--- src/rtl/i2c_slave_responder.sv ---
// I2C target endpoint: START/STOP decode, 7-bit address match, register pointer,
// register writes and auto-incrementing burst reads against an external byte register file.
module i2c_slave_responder #(
   parameter logic [6:0] SLAVE_ADDR = 7'h76
) (
   input  logic       clk,
   input  logic       rst,
   input  logic       scl_in,
   input  logic       sda_in,
   output logic       sda_oe,
   output logic [7:0] reg_addr,
   output logic [7:0] reg_wdata,
   output logic       reg_we,
   input  logic [7:0] reg_rdata,
   output logic       busy
);

   // state    | meaning
   // IDLE     | bus free or after STOP
   // ADDR     | shifting in address + R/W byte
   // ADDR_ACK | acknowledging address, then branch on R/W
   // PTR      | shifting in register pointer byte
   // PTR_ACK  | acknowledging pointer byte
   // WR       | shifting in a write data byte
   // WR_ACK   | acknowledging a write data byte
   // RD       | shifting out a read data byte
   // RD_ACK   | sampling master ACK/NACK after a read byte
   // IGNORE   | not addressed or NACKed; wait for START/STOP
   typedef enum logic [3:0] {
      IDLE, ADDR, ADDR_ACK, PTR, PTR_ACK, WR, WR_ACK, RD, RD_ACK, IGNORE
   } state_t;

   state_t     state;
   logic [2:0] scl_sync;
   logic [2:0] sda_sync;
   logic [7:0] shift;
   logic [2:0] bit_cnt;
   logic       ack_phase;
   logic       rw;

   // [0],[1] synchronizer, [2] history for edge detection; bus idles high
   always_ff @(posedge clk) begin
      if (rst) begin
         scl_sync <= 3'b111;
         sda_sync <= 3'b111;
      end else begin
         scl_sync <= {scl_sync[1:0], scl_in};
         sda_sync <= {sda_sync[1:0], sda_in};
      end
   end

   logic scl_s, scl_h, sda_s, sda_h;
   logic scl_rise, scl_fall, start_det, stop_det;
   logic [7:0] rx_byte;

   assign scl_s     = scl_sync[1];
   assign scl_h     = scl_sync[2];
   assign sda_s     = sda_sync[1];
   assign sda_h     = sda_sync[2];
   assign scl_rise  = scl_s & ~scl_h;
   assign scl_fall  = ~scl_s & scl_h;
   assign start_det = scl_s & scl_h & ~sda_s & sda_h;
   assign stop_det  = scl_s & scl_h & sda_s & ~sda_h;
   assign rx_byte   = {shift[6:0], sda_s};

   always_ff @(posedge clk) begin
      if (rst) begin
         state     <= IDLE;
         sda_oe    <= 1'b0;
         reg_addr  <= 8'h00;
         reg_wdata <= 8'h00;
         reg_we    <= 1'b0;
         busy      <= 1'b0;
         shift     <= 8'h00;
         bit_cnt   <= 3'd0;
         ack_phase <= 1'b0;
         rw        <= 1'b0;
      end else begin
         reg_we <= 1'b0;
         // pointer advances the cycle after the write strobe so the strobe sees the old address
         if (reg_we)
            reg_addr <= reg_addr + 8'd1;

         if (stop_det) begin
            state     <= IDLE;
            sda_oe    <= 1'b0;
            busy      <= 1'b0;
            bit_cnt   <= 3'd0;
            ack_phase <= 1'b0;
         end else if (start_det) begin
            state     <= ADDR;
            sda_oe    <= 1'b0;
            bit_cnt   <= 3'd0;
            ack_phase <= 1'b0;
         end else begin
            case (state)
               ADDR: begin
                  if (scl_rise) begin
                     shift   <= rx_byte;
                     bit_cnt <= bit_cnt + 3'd1;
                     if (bit_cnt == 3'd7) begin
                        rw <= sda_s;
                        if (shift[6:0] == SLAVE_ADDR) begin
                           busy  <= 1'b1;
                           state <= ADDR_ACK;
                        end else begin
                           busy  <= 1'b0;
                           state <= IGNORE;
                        end
                     end
                  end
               end

               // first fall ends the 8th bit (drive ACK), second fall ends the 9th
               ADDR_ACK, PTR_ACK, WR_ACK: begin
                  if (scl_fall) begin
                     if (!ack_phase) begin
                        sda_oe    <= 1'b1;
                        ack_phase <= 1'b1;
                     end else begin
                        ack_phase <= 1'b0;
                        bit_cnt   <= 3'd0;
                        if (state == ADDR_ACK && rw) begin
                           shift  <= reg_rdata;
                           sda_oe <= ~reg_rdata[7];
                           state  <= RD;
                        end else begin
                           sda_oe <= 1'b0;
                           state  <= (state == ADDR_ACK) ? PTR : WR;
                        end
                     end
                  end
               end

               PTR: begin
                  if (scl_rise) begin
                     shift   <= rx_byte;
                     bit_cnt <= bit_cnt + 3'd1;
                     if (bit_cnt == 3'd7) begin
                        reg_addr <= rx_byte;
                        state    <= PTR_ACK;
                     end
                  end
               end

               WR: begin
                  if (scl_rise) begin
                     shift   <= rx_byte;
                     bit_cnt <= bit_cnt + 3'd1;
                     if (bit_cnt == 3'd7) begin
                        reg_wdata <= rx_byte;
                        reg_we    <= 1'b1;
                        state     <= WR_ACK;
                     end
                  end
               end

               RD: begin
                  if (scl_fall) begin
                     if (bit_cnt == 3'd7) begin
                        sda_oe  <= 1'b0;
                        bit_cnt <= 3'd0;
                        state   <= RD_ACK;
                     end else begin
                        shift   <= {shift[6:0], 1'b0};
                        sda_oe  <= ~shift[6];
                        bit_cnt <= bit_cnt + 3'd1;
                     end
                  end
               end

               // increment on the ACK rise so reg_rdata is settled by the following fall
               RD_ACK: begin
                  if (!ack_phase && scl_rise) begin
                     if (!sda_s) begin
                        reg_addr  <= reg_addr + 8'd1;
                        ack_phase <= 1'b1;
                     end else begin
                        state <= IGNORE;
                     end
                  end else if (ack_phase && scl_fall) begin
                     ack_phase <= 1'b0;
                     shift     <= reg_rdata;
                     sda_oe    <= ~reg_rdata[7];
                     bit_cnt   <= 3'd0;
                     state     <= RD;
                  end
               end

               default: begin
                  sda_oe <= 1'b0;
               end
            endcase
         end
      end
   end

endmodule

--- config.mk ---
export PLATFORM = sky130hd
export DESIGN_NAME = i2c_slave_responder
export DESIGN_NICKNAME = d
export VERILOG_FILES = /design/src/rtl/i2c_slave_responder.sv
export SDC_FILE = /design/constraint.sdc
export NUM_CORES = 1
export LEC_CHECK = 0
export CAP_MARGIN = 20
export CORE_MARGIN = 2
export CORE_UTILIZATION = 50
export CTS_CLUSTER_DIAMETER = 200
export DETAILED_ROUTE_END_ITERATION = 6
export DONT_BUFFER_PORTS = 1
export PLACE_DENSITY_LB_ADDON = 0.08
export SLEW_MARGIN = 20
export SYNTH_ARGS = -nofsm -noshare
export SYNTH_HDL_FRONTEND = slang
export SYNTH_SLANG_ARGS = --single-unit
export TNS_END_PERCENT = 20
--- constraint.sdc ---
create_clock -name clk -period 2.4 [get_ports clk]
set_input_delay 0.72 -clock clk [delete_from_list [all_inputs] [get_ports clk]]
set_output_delay 0.72 -clock clk [all_outputs]
set_load 0.03 [all_outputs]
Word-level counts from Yosys, hierarchy flattened
Cells that the tools add are included.

cells by class
  bitwise gates (word level) = 18
  equal/unequal tests = 40
  reductions and logical operators = 22
  add/subtract/negate cells = 2
  mux-type cells = 59

operator list
  cell                 count
  $mux 4               14
  $mux 7               8
  $mux 8               7
  $ne 3x3->1 const B   13
  $ne 2x2->1 const B   14
  $pmux 7 s4           1
  $mux 3               9
  $reduce_and 13->1    2
  $pmux 4 s6           1
  $eq 4x3->1 const B   4
  $pmux 8 s2           1
  $mux 1               15
  $reduce_and 5->1     3
  $pmux 3 s4           1
  $not 1->1            11
  $reduce_and 11->1    1
  $reduce_or 3->1      3
  $add 8x1->8 const B  1
  $eq 4x2->1 const B   2
  $ne 4x4->1 const B   2
  $reduce_and 4->1     2
  $and 1x1->1          7
  $eq 7x7->1 const B   1
  $reduce_and 7->1     1
  15 further kinds     17

storage, ports and cells
  logic and storage cells = 154
  input port bits = 12
  bits in registers = 41

Depth between registers and ports, before layout
Gate-level depths: netlist of run 1.

  depth in word-level cells = 7
  gate-level depth with buffers = 7
  gate-level depth less buffers = 7

Least setup slack after synthesis of run 1
No wires, ideal clock.

  path type = register to register
  start point = register bit_cnt[0]
  end point = register shift[0]
  buffers on the path = 0
  data required time = 2279 ps
  setup slack = 468 ps
  arrival = 1811 ps
  cell stages (with the launch flop) = 8
  path through = dfxtp_1 ha_1 ha_1 o2bb2ai_1 a22o_1 a21oi_1 nor3b_4 mux2_2

on the way
  word-level cells in the longest chain between the ends = 3

RTL lines
  what                         RTL line  text
  start, declared              37        logic [2:0] bit_cnt;
  start signal, assigned       100       bit_cnt <= bit_cnt + 3'd1;
  start signal, assigned       138       bit_cnt <= bit_cnt + 3'd1;
  start signal, assigned       149       bit_cnt <= bit_cnt + 3'd1;
  $eq 3x3->1                   160       if (bit_cnt == 3'd7) begin
  $ne 2x2->1 (no line)         --
  $reduce_and 11->1 (no line)  --
  end signal, assigned         148       shift <= rx_byte;
  end signal, assigned         165       shift <= {shift[6:0], 1'b0};
  end signal, assigned         183       shift <= reg_rdata;
  end, declared                36        logic [7:0] shift;

Every way passes these cells.
A chain may end at the register's enable or synchronous reset.

Final worst setup path of run 1
  start point = register state[1]
  end point = register shift[5]

on the way
  word-level cells in the longest chain between the ends = 4
  elaborated cells on any way between the ends = 22
  those cells by class = eq/ne: 16; mux: 1; reduce/logical: 5

RTL lines
  what                                                RTL line  text
  start, declared                                     33        state_t state;
  start signal, assigned                              129       state <= (state == ADDR_ACK) ? PTR : WR;
  $eq 4x2->1, or another cell as far along            96, 123
  $reduce_or 3->1, or another cell as far along       96        case (state)
  $ne 2x2->1 (no line), or another cell as far along  --
  $reduce_and 11->1 (no line)                         --
  end signal, assigned                                99        shift <= rx_byte;
  end signal, assigned                                124       shift <= reg_rdata;
  end signal, assigned                                137       shift <= rx_byte;

Parallel ways exist; a longest one is shown, timed or not.

==> metrics.md, run 1 <==
| Metric | Value |
|---|---|
| Layout area overhead | `11.6%` |
| CTS tree | `yes` |
| Largest net degree at the start of global routing | `33` |
| H-tree level count | `2` |
| WP data required | `approximately 2.6 ns` |
| Crit share post-route | `0.933` |
| Synth top area share | `0.339` |
| DIE HEIGHT | `about 74 um` |
| Crit path largest cell delay | `0.72 ns` |
| Area of the multi-input gates | `1510 um2` |
| Die X | `about 74 um` |
| CORE AREA | `around 4700 um2` |
| Fin worst setup slack | `approximately 0.16 ns` |
| Startpoint Class | `flop` |
| Final WL | `approximately 6400 um` |
| Global-route wire length before repair | `~10000 um` |
| Slowest cell on crit path | `dfxtp_1` |
| Detail Placement HPWL | `approximately 4500 um` |
| Starting Density | `0.516` |
| Clock Latency Late Sink | `about 0.30 ns` |
| Placed Instance Area | `2590 um2` |
| Post-route minimum period | `about 2.2 ns` |
| RSZ-0062 raised after global routing | `no` |
| Syn avg cell area | `8.32 um2` |
| Hold_buf cts | `0` |
| CTS Buffer Depth | `2` |
| GR Util All Layers | `0.249` |
| Synthesis warning total | `0` |
| FILL cells | `between 400 and 500` |
| Max FO, Critical Path | `17` |
| Setup CP Type | `flop to flop` |
| Max Cap Viol | `0` |
| Final Power | `around 2.5 mW` |
| Most frequent cells in the layout | `dfxtp_1 (41), nor2_1 (28), nand2_1 (28), buf_4 (23), a21oi_1 (22)` |
| Final setup TNS | `0 ns` |
| Fin. Hold Viols | `0` |
| Drt via density | `approximately 6.3` |
| Router iterations before antenna repair | `5` |
| Post_cts resized | `0` |
| Syn Nets | `a little over 300` |
| Io pins | `31` |
| Setup slack, reg-to-reg | `about 0.16 ns` |
| Final number of setup-violating endpoints | `0` |
| Nets@finish | `around 320` |
| Status | `completed` |
| Worst Path Arrival | `~2.4 ns` |
| Remaining Overflow, GRT | `0` |
| Commonest non-fill, non-tap cell in the layout | `dfxtp_1` |
| Hold crit path type | `flop to flop` |
| Synth top area cells | `dfxtp_1 (34%), mux2i_1 (5.4%), a21oi_1 (4.5%)` |
| Initial drt markers | `~210` |
| Vias in the first global route | `slightly above 2000` |
| Synth unique cells | `63` |
| FMAX | `0.447 GHz` |
| Post-CTS Setup Inserts | `0` |
| WP buf/inv | `0` |
| Syn Inst Count | `roughly 290` |
| PwrDens | `~910 nW/um2` |
| Routed length per instance | `about 18 um` |
| Mapped Area | `2420 um2` |
| Clk sinks | `between 40 and 50` |
| CTS root buf | `clkbuf_8` |
| Leakage | `around 1.0 nW` |
| # rows | `25` |
| # diodes | `0` |
| Sequential cell area | `between 800 and 900 um2` |
| Sequential area share after synthesis | `0.339` |
| Synth Flop Type | `dfxtp_1` |
| PortBufs | `0` |
| Layout cells sized above 1 | `0.170` |
| Place WS | `roughly 0.2 ns` |
| Post-Layout Inst Area | `2700 um2` |
| CP delay by family, top | `flip-flops` |
| Sequence of cells on the critical path | `or2_2 -> a22oi_1 -> o22a_1 -> nor3b_4 -> mux2_2` |
| Worst-path clk slew | `0.08 ns` |
| Die Area | `5420 um2` |
| Yosys reg bits | `41` |
| Post-synth EDFFs | `0` |
| Num CTS Buffers | `5` |
| Max-slew violations | `0` |
| Initial antenna violation count | `0` |
| Worst-Margin Slew | `between 0.6 and 0.7 ns` |
| Clock Skew | `around 0.007 ns` |
| Ys async rst share | `0` |
| # DRC | `0` |
| DR vias | `2250` |
| Largest area contributor in the synthesized netlist | `dfxtp_1` |
| Critical path capture point type | `flop` |
| Maximum vdd drop | `between 0.5 and 0.6 mV` |
| Max transition margin | `0.590` |
| GPL Wtd Cong | `1.04` |
| Routed Antenna Nets | `0` |
==> logic make-up (layout without fill, tap and decap cells) <==
family                     count (synthesis)  count (layout)  share of synthesized area
and+or+nand+nor                          115             115                      0.257
DFF                                       41              41                      0.339
xor gates and xnor gates                  13              13                     0.0470
adders and majority gates                  3               3                     0.0155
buffers and inverters                     23              37                     0.0413
AOI/OAI and AO/OA                         76              76                      0.214
muxes                                     20              20                     0.0863
==> cell usage after synthesis (7+ instances only) <==
cell type	n
buf_2	7
o21ai_0	12
mux2i_1	13
dfxtp_1	41
nor2b_1	7
nor2_1	28
a21oi_1	22
clkbuf_1	8
mux2_2	7
or2_2	7
nor3_1	9
xor2_1	9
nand2_1	28
nand3_1	8
==> final timing paths <==
path / start / endpoint / cells after the start
max: state[1] / shift[5] / 5
max reg2reg: state[1] / shift[5] / 5
min: scl_sync[0] / scl_sync[1] / 1
min reg2reg: scl_sync[0] / scl_sync[1] / 1
==> through the flow <==
step                      hold WS (ns)  cells   util
after floorplan                  0.389    291      -
after global placement           0.390    351  0.552
after detailed placement         0.406    351  0.552
after CTS                        0.425    359  0.576
after global routing             0.444    359  0.576
final                            0.422    359  0.576
==> flip-flops by register name, summed over array words and instances (netlist names) <==
signal and count:
ack_phase 1, reg_wdata 8, rw 1, shift 7, state 4, bit_cnt 3, sda_oe 1, scl_sync 3
reg_we 1, reg_addr 8, sda_sync 3, busy 1
==> cell type report <==
type                       count  area share
clock buffer                   6      0.0269
clock inverter                 2      0.0144
inverter                       6     0.00833
multi-input combinational    227       0.558
sequential                    41       0.304
tap                           54      0.0250
timing repair buffer          23      0.0639
==> per-layer routing <==
layer  share of wire  GRT usage
met3           0.070     0.0480
met5               0          0
met1            0.46      0.352
met4           0.011     0.0646
met2            0.46      0.388
==> worst register-to-register path: stages (launching register included) <==
cell and delay [ns]:
dfxtp_1 0.72, or2_2 0.23, a22oi_1 0.07, o22a_1 0.30
nor3b_4 0.44, mux2_2 0.39
==> power breakdown <==
| group | leakage (nW) | total, mW | internal (mW) | switching, mW |
|---|---|---|---|---|
| clock | 0.0554 | 0.562 | 0.312 | 0.249 |
| sequential | 0.333 | 0.950 | 0.770 | 0.180 |
| combinational | 0.646 | 0.948 | 0.435 | 0.513 |
| total | 1.03 | 2.46 | 1.52 | 0.943 |
No activity file was read; power rests on OpenSTA's default activity.
==> run 2: changes to the inputs <==
--- a/config.mk
+++ b/config.mk
@@ -5,8 +5,6 @@
 export SDC_FILE = /design/constraint.sdc
 export NUM_CORES = 1
 export LEC_CHECK = 0
-export CAP_MARGIN = 20
-export CORE_MARGIN = 2
 export CORE_UTILIZATION = 50
 export CTS_CLUSTER_DIAMETER = 200
 export DETAILED_ROUTE_END_ITERATION = 6
==> run 2 against run 1 <==
Effect of this change:
- clock skew rose by 0.0040 ns
- flip-flop and latch count unchanged
- hold slack worse by 0.0023 ns
- design area about the same
- sequential share of layout area about the same
- critical path depth did not move
- largest cell class unchanged
- combinational power rose by 1%
- power rose by 1.3%
- first-iteration DRC count grew 33%
==> metrics.md, run 2 (synthesis results as in run 1) <==
| Metric | Value |
|---|---|
| Drt via density | `6.43 (was 6.27)` |
| Most frequent cells in the layout | `dfxtp_1 (41), nor2_1 (28), nand2_1 (28), buf_4 (23), a21oi_1 (22) (unchanged)` |
| Router iterations before antenna repair | `6 (was 5)` |
| Fin. Hold Viols | `0 (unchanged)` |
| Hold crit path type | `flop to flop (unchanged)` |
| Clk sinks | `41 (unchanged)` |
| Routed length per instance | `17.8 um (was 17.9 um)` |
| CTS Buffer Depth | `2 (unchanged)` |
| Leakage | `1.03 nW (about the same)` |
| Num CTS Buffers | `5 (unchanged)` |
| GPL Wtd Cong | `0.927 (was 1.04)` |
| H-tree level count | `2 (unchanged)` |
| Setup slack, reg-to-reg | `0.13 ns (was 0.16 ns)` |
| # rows | `24 (was 25)` |
| PortBufs | `0 (unchanged)` |
| CTS root buf | `clkbuf_8 (unchanged)` |
| Biggest regs | `reg_addr (8), reg_wdata (8), shift (7) (unchanged)` |
| Initial drt markers | `281 (was 211)` |
| Critical path capture point type | `flop (unchanged)` |
| Post-CTS Setup Inserts | `0 (unchanged)` |
| Max-slew violations | `0 (unchanged)` |
| WP data required | `2.59 ns (about the same)` |
| Vias in the first global route | `2105 (was 2030)` |
| Global-route wire length before repair | `10400 um (about the same)` |
| Startpoint Class | `flop (unchanged)` |
| GR Util All Layers | `0.260 (was 0.249)` |
| FMAX | `0.440 GHz (was 0.447 GHz)` |
| Final setup TNS | `0 ns (unchanged)` |
| Commonest non-fill, non-tap cell in the layout | `dfxtp_1 (unchanged)` |
| RSZ-0062 raised after global routing | `no (unchanged)` |
| Clock Latency Late Sink | `0.30 ns (about the same)` |
| DIE HEIGHT | `71.6 um (was 73.6 um)` |
| CTS tree | `yes (unchanged)` |
| Final WL | `6340 um (was 6430 um)` |
| Finished Layout Cells | `357 (was 359)` |
| Io pins | `31 (unchanged)` |
| # diodes | `0 (unchanged)` |
| Post-route minimum period | `2.27 ns (was 2.24 ns)` |
| Worst Path Arrival | `2.46 ns (was 2.42 ns)` |
| DR vias | `2294 (was 2250)` |
| Maximum vdd drop | `0.471 mV (was 0.519 mV)` |
| Worst-path clk slew | `0.09 ns (was 0.08 ns)` |
| # DRC | `0 (unchanged)` |
| Die X | `71.6 um (was 73.6 um)` |
| Largest net degree at the start of global routing | `33 (unchanged)` |
| Layout cells sized above 1 | `0.174 (was 0.170)` |
| Setup CP Type | `flop to flop (unchanged)` |
| Max transition margin | `0.600 (was 0.590)` |
| PwrDens | `922 nW/um2 (was 910 nW/um2)` |
| Hold_buf cts | `0 (unchanged)` |
| Initial antenna violation count | `0 (unchanged)` |
| Status | `completed (unchanged)` |
| Crit share post-route | `0.947 (was 0.933)` |
| Remaining Overflow, GRT | `0 (unchanged)` |
| Clock Skew | `0.0108 ns (was 0.00682 ns)` |
| Starting Density | `0.538 (was 0.516)` |
| Layout area overhead | `11.6% (about the same)` |
| Final number of setup-violating endpoints | `0 (unchanged)` |
| Worst-Margin Slew | `0.599 ns (was 0.611 ns)` |
| Routed Antenna Nets | `0 (unchanged)` |
| Post_cts resized | `0 (unchanged)` |
| Placed insts | `349 (was 351)` |
| Max Cap Viol | `0 (unchanged)` |
| Die Area | `5130 um2 (was 5420 um2)` |
| Detail Placement HPWL | `4470 um (was 4520 um)` |
| Max FO, Critical Path | `15 (was 17)` |
| Nets@finish | `319 (unchanged)` |
| CORE AREA | `4500 um2 (was 4690 um2)` |
==> run 2: cell type report <==
cell class | count | area (um2)
inverters | 6 | 22.5
flip-flops and latches | 41 | 821
multi-input cells | 227 | 1510
repair buffers | 23 | 173
fillers | 437 | 1800
clock buffers | 5 | 68.8
well taps | 52 | 65.1
clock inverters | 3 | 46.3
==> run 2: worst max-delay path, cell delays in order, from the launching register on <==
cell,delay (ns)
dfxtp_1,0.71
or2_2,0.23
a22oi_1,0.08
o22a_1,0.32
nor3b_4,0.44
mux2_2,0.38
==> run 2: final timing paths <==
check               from           to  cells after the start
max             state[1]     shift[5]                      5
min          scl_sync[0]  scl_sync[1]                      1
max reg2reg     state[1]     shift[5]                      5
min reg2reg  scl_sync[0]  scl_sync[1]                      1
==> run 2: stage by stage <==
stage / utilization / hold slack, ns / power (mW) / area (um2) / worst slack [ns]
3_5_place_dp: 0.575 / 0.400 / 1.90 / 2590 / 0.201
2_1_floorplan: - / 0.389 / 1.61 / 2420 / 0.468
4_1_cts: 0.600 / 0.421 / 2.49 / 2700 / 0.164
3_3_place_gp: 0.575 / 0.392 / 1.89 / 2590 / 0.248
6_report: 0.600 / 0.419 / 2.49 / 2700 / 0.126
5_1_grt: 0.600 / 0.444 / 2.63 / 2700 / 0.00528
==> run 2: where the power goes <==
| group | switching [mW] | internal (mW) | total [mW] |
|---|---|---|---|
| clock network | 0.271 | 0.312 | 0.583 |
| registers | 0.181 | 0.770 | 0.951 |
| logic | 0.520 | 0.439 | 0.959 |
==> run 2: layer usage <==
layer,routed length (um),track usage
met4,134,0.0828
met2,2700,0.375
met5,0,0
met3,582,0.0689
met1,2930,0.378
==> run 3: changes to the inputs <==
--- a/config.mk
+++ b/config.mk
@@ -6,11 +6,11 @@
 export NUM_CORES = 1
 export LEC_CHECK = 0
 export CORE_UTILIZATION = 50
-export CTS_CLUSTER_DIAMETER = 200
+export CTS_CLUSTER_DIAMETER = 40
 export DETAILED_ROUTE_END_ITERATION = 6
 export DONT_BUFFER_PORTS = 1
 export PLACE_DENSITY_LB_ADDON = 0.08
-export SLEW_MARGIN = 20
+export RECOVER_POWER = 25
 export SYNTH_ARGS = -nofsm -noshare
 export SYNTH_HDL_FRONTEND = slang
 export SYNTH_SLANG_ARGS = --single-unit
==> run 3 against run 2 <==
Effect of this change:
- clock skew grew 0.00084 ns
- design area down 0.14%
- largest cell class unchanged
- largest power group unchanged
- combinational power is essentially flat
- flip-flop and latch count did not move
- critical endpoint unchanged
- fmax grew 1.1%
==> metrics.md, run 3 (synthesis results as in run 1) <==
| Metric | Value |
|---|---|
| Status | `completed (unchanged)` |
| Leakage | `1.03 nW (about the same)` |
| Setup CP Type | `flop to flop (unchanged)` |
| Post-route minimum period | `2.25 ns (was 2.27 ns)` |
| Biggest regs | `reg_addr (8), reg_wdata (8), shift (7) (unchanged)` |
| Setup slack, reg-to-reg | `0.15 ns (was 0.13 ns)` |
| FMAX | `0.445 GHz (was 0.440 GHz)` |
| Hold crit path type | `flop to flop (unchanged)` |
| Startpoint Class | `flop (unchanged)` |
| Finished Layout Cells | `357 (unchanged)` |
| PortBufs | `0 (unchanged)` |
| Placed insts | `349 (unchanged)` |
| Vias in the first global route | `2105 (unchanged)` |
| Detail Placement HPWL | `4470 um (unchanged)` |
| Maximum vdd drop | `0.474 mV (was 0.471 mV)` |
| Crit share post-route | `0.937 (was 0.947)` |
| Post_cts resized | `0 (unchanged)` |
| FILL cells | `437 (unchanged)` |
| DR vias | `2288 (was 2294)` |
| Layout area overhead | `11.5% (was 11.6%)` |
| Hold Slack | `0.419 ns (about the same)` |
| DIE HEIGHT | `71.6 um (unchanged)` |
| Worst-Margin Slew | `0.576 ns (was 0.599 ns)` |
| Routed length per instance | `17.8 um (about the same)` |
| Layout cells sized above 1 | `0.170 (was 0.174)` |
| Worst Path Arrival | `2.43 ns (was 2.46 ns)` |
| Commonest non-fill, non-tap cell in the layout | `dfxtp_1 (unchanged)` |
| Max transition margin | `0.615 (was 0.600)` |
| CORE AREA | `4500 um2 (unchanged)` |
| Max-slew violations | `0 (unchanged)` |
| RSZ-0062 raised after global routing | `no (unchanged)` |
| CTS root buf | `clkbuf_8 (unchanged)` |
| Die X | `71.6 um (unchanged)` |
| Most frequent cells in the layout | `dfxtp_1 (41), nor2_1 (28), nand2_1 (28), a21oi_1 (22), buf_4 (22) (was dfxtp_1 (41), nor2_1 (28), nand2_1 (28), buf_4 (23), a21oi_1 (22))` |
| PwrDens | `923 nW/um2 (was 922 nW/um2)` |
| RR Startpoint | `state[1] (unchanged)` |
| Combinational power share | `0.385 (about the same)` |
| Max FO, Critical Path | `15 (unchanged)` |
| Part of the power in the clock network | `0.233 (was 0.234)` |
| Drt via density | `6.41 (was 6.43)` |
| Hold_buf cts | `0 (unchanged)` |
| Final WL | `6360 um (was 6340 um)` |
| Sequential cell area | `821 um2 (unchanged)` |
| Final number of setup-violating endpoints | `0 (unchanged)` |
| P_int | `1.52 mW (about the same)` |
| Final setup TNS | `0 ns (unchanged)` |
| Die Area | `5130 um2 (unchanged)` |
| Clk sinks | `41 (unchanged)` |
| H-tree level count | `2 (unchanged)` |
| Crit path capture | `shift[5] (unchanged)` |
| Initial antenna violation count | `0 (unchanged)` |
| Num CTS Buffers | `5 (unchanged)` |
| Initial drt markers | `267 (was 281)` |
| Routed Antenna Nets | `0 (unchanged)` |
| Flop pwr share | `0.382 (about the same)` |
| Post-CTS Setup Inserts | `0 (unchanged)` |
| P_sw | `0.972 mW (was 0.971 mW)` |
| Nets@finish | `319 (unchanged)` |
| Crit. Startpoint | `state[1] (unchanged)` |
| Capturing point of the worst reg2reg path | `shift[5] (unchanged)` |
| GR Util All Layers | `0.260 (unchanged)` |
| Switching Share | `0.390 (about the same)` |
| Io pins | `31 (unchanged)` |
| Router iterations before antenna repair | `5 (was 6)` |
| Worst r2r path cells | `5 (unchanged)` |
| # rows | `24 (unchanged)` |
| Global-route wire length before repair | `10400 um (unchanged)` |
| Area of the multi-input gates | `1510 um2 (unchanged)` |
| Starting Density | `0.538 (unchanged)` |
| CTS tree | `yes (unchanged)` |
| # diodes | `0 (unchanged)` |
| # DRC | `0 (unchanged)` |
| GPL Wtd Cong | `0.927 (unchanged)` |
| Fin. Hold Viols | `0 (unchanged)` |
| Worst-path clk slew | `0.09 ns (about the same)` |
| Remaining Overflow, GRT | `0 (unchanged)` |
| Critical path capture point type | `flop (unchanged)` |
| Max Cap Viol | `0 (unchanged)` |
| Clock Latency Late Sink | `0.30 ns (about the same)` |
| Largest net degree at the start of global routing | `33 (unchanged)` |
| Clock Skew | `0.0117 ns (was 0.0108 ns)` |
| WP data required | `2.59 ns (about the same)` |
| CTS Buffer Depth | `2 (unchanged)` |
-- run 3: critical path, cell delays in order (launching register included) --
cell	delay, ns
dfxtp_1	0.70
or2_2	0.22
a22oi_1	0.08
o22a_1	0.31
nor3b_4	0.44
mux2_2	0.38
-- run 3: final cells by class --
class	count	area share
clock inverters	3	0.0171
flip-flops and latches	41	0.304
inverters	6	0.00834
multi-input cells	227	0.558
clock buffers	5	0.0255
well taps	52	0.0241
repair buffers	23	0.0626
-- run 3: worst min path at each step --
stage               cells past startpoint   startpoint          end
finish                                  1  scl_sync[0]  scl_sync[1]
global route                            1  sda_sync[0]  sda_sync[1]
CTS                                     1  scl_sync[0]  scl_sync[1]
detailed placement                      1  scl_sync[0]  scl_sync[1]
global placement                        1  sda_sync[0]  sda_sync[1]
floorplan                               1  scl_sync[0]  scl_sync[1]
-- run 3: metal layers --
metal  GRT usage  part of all wire
met1       0.378              0.47
met2       0.375              0.44
met3      0.0689             0.074
met4      0.0828             0.017
met5           0                 0
-- run 3: through the flow --
step	setup WS (ns)	area, um2	power (mW)	utilization
floorplan	0.468	2420	1.61	-
global placement	0.248	2590	1.89	0.575
detailed placement	0.201	2590	1.90	0.575
CTS	0.164	2700	2.49	0.600
global route	0.00528	2700	2.63	0.599
finish	0.152	2700	2.49	0.599
-- run 3: power groups by stage --
stage	clock network [mW]	logic (mW)	registers, mW
CTS	0.588	0.950	0.949
finish	0.582	0.958	0.952
global route	0.620	1.05	0.967
floorplan	0	0.740	0.870
detailed placement	0	0.938	0.965
global placement	0	0.935	0.959
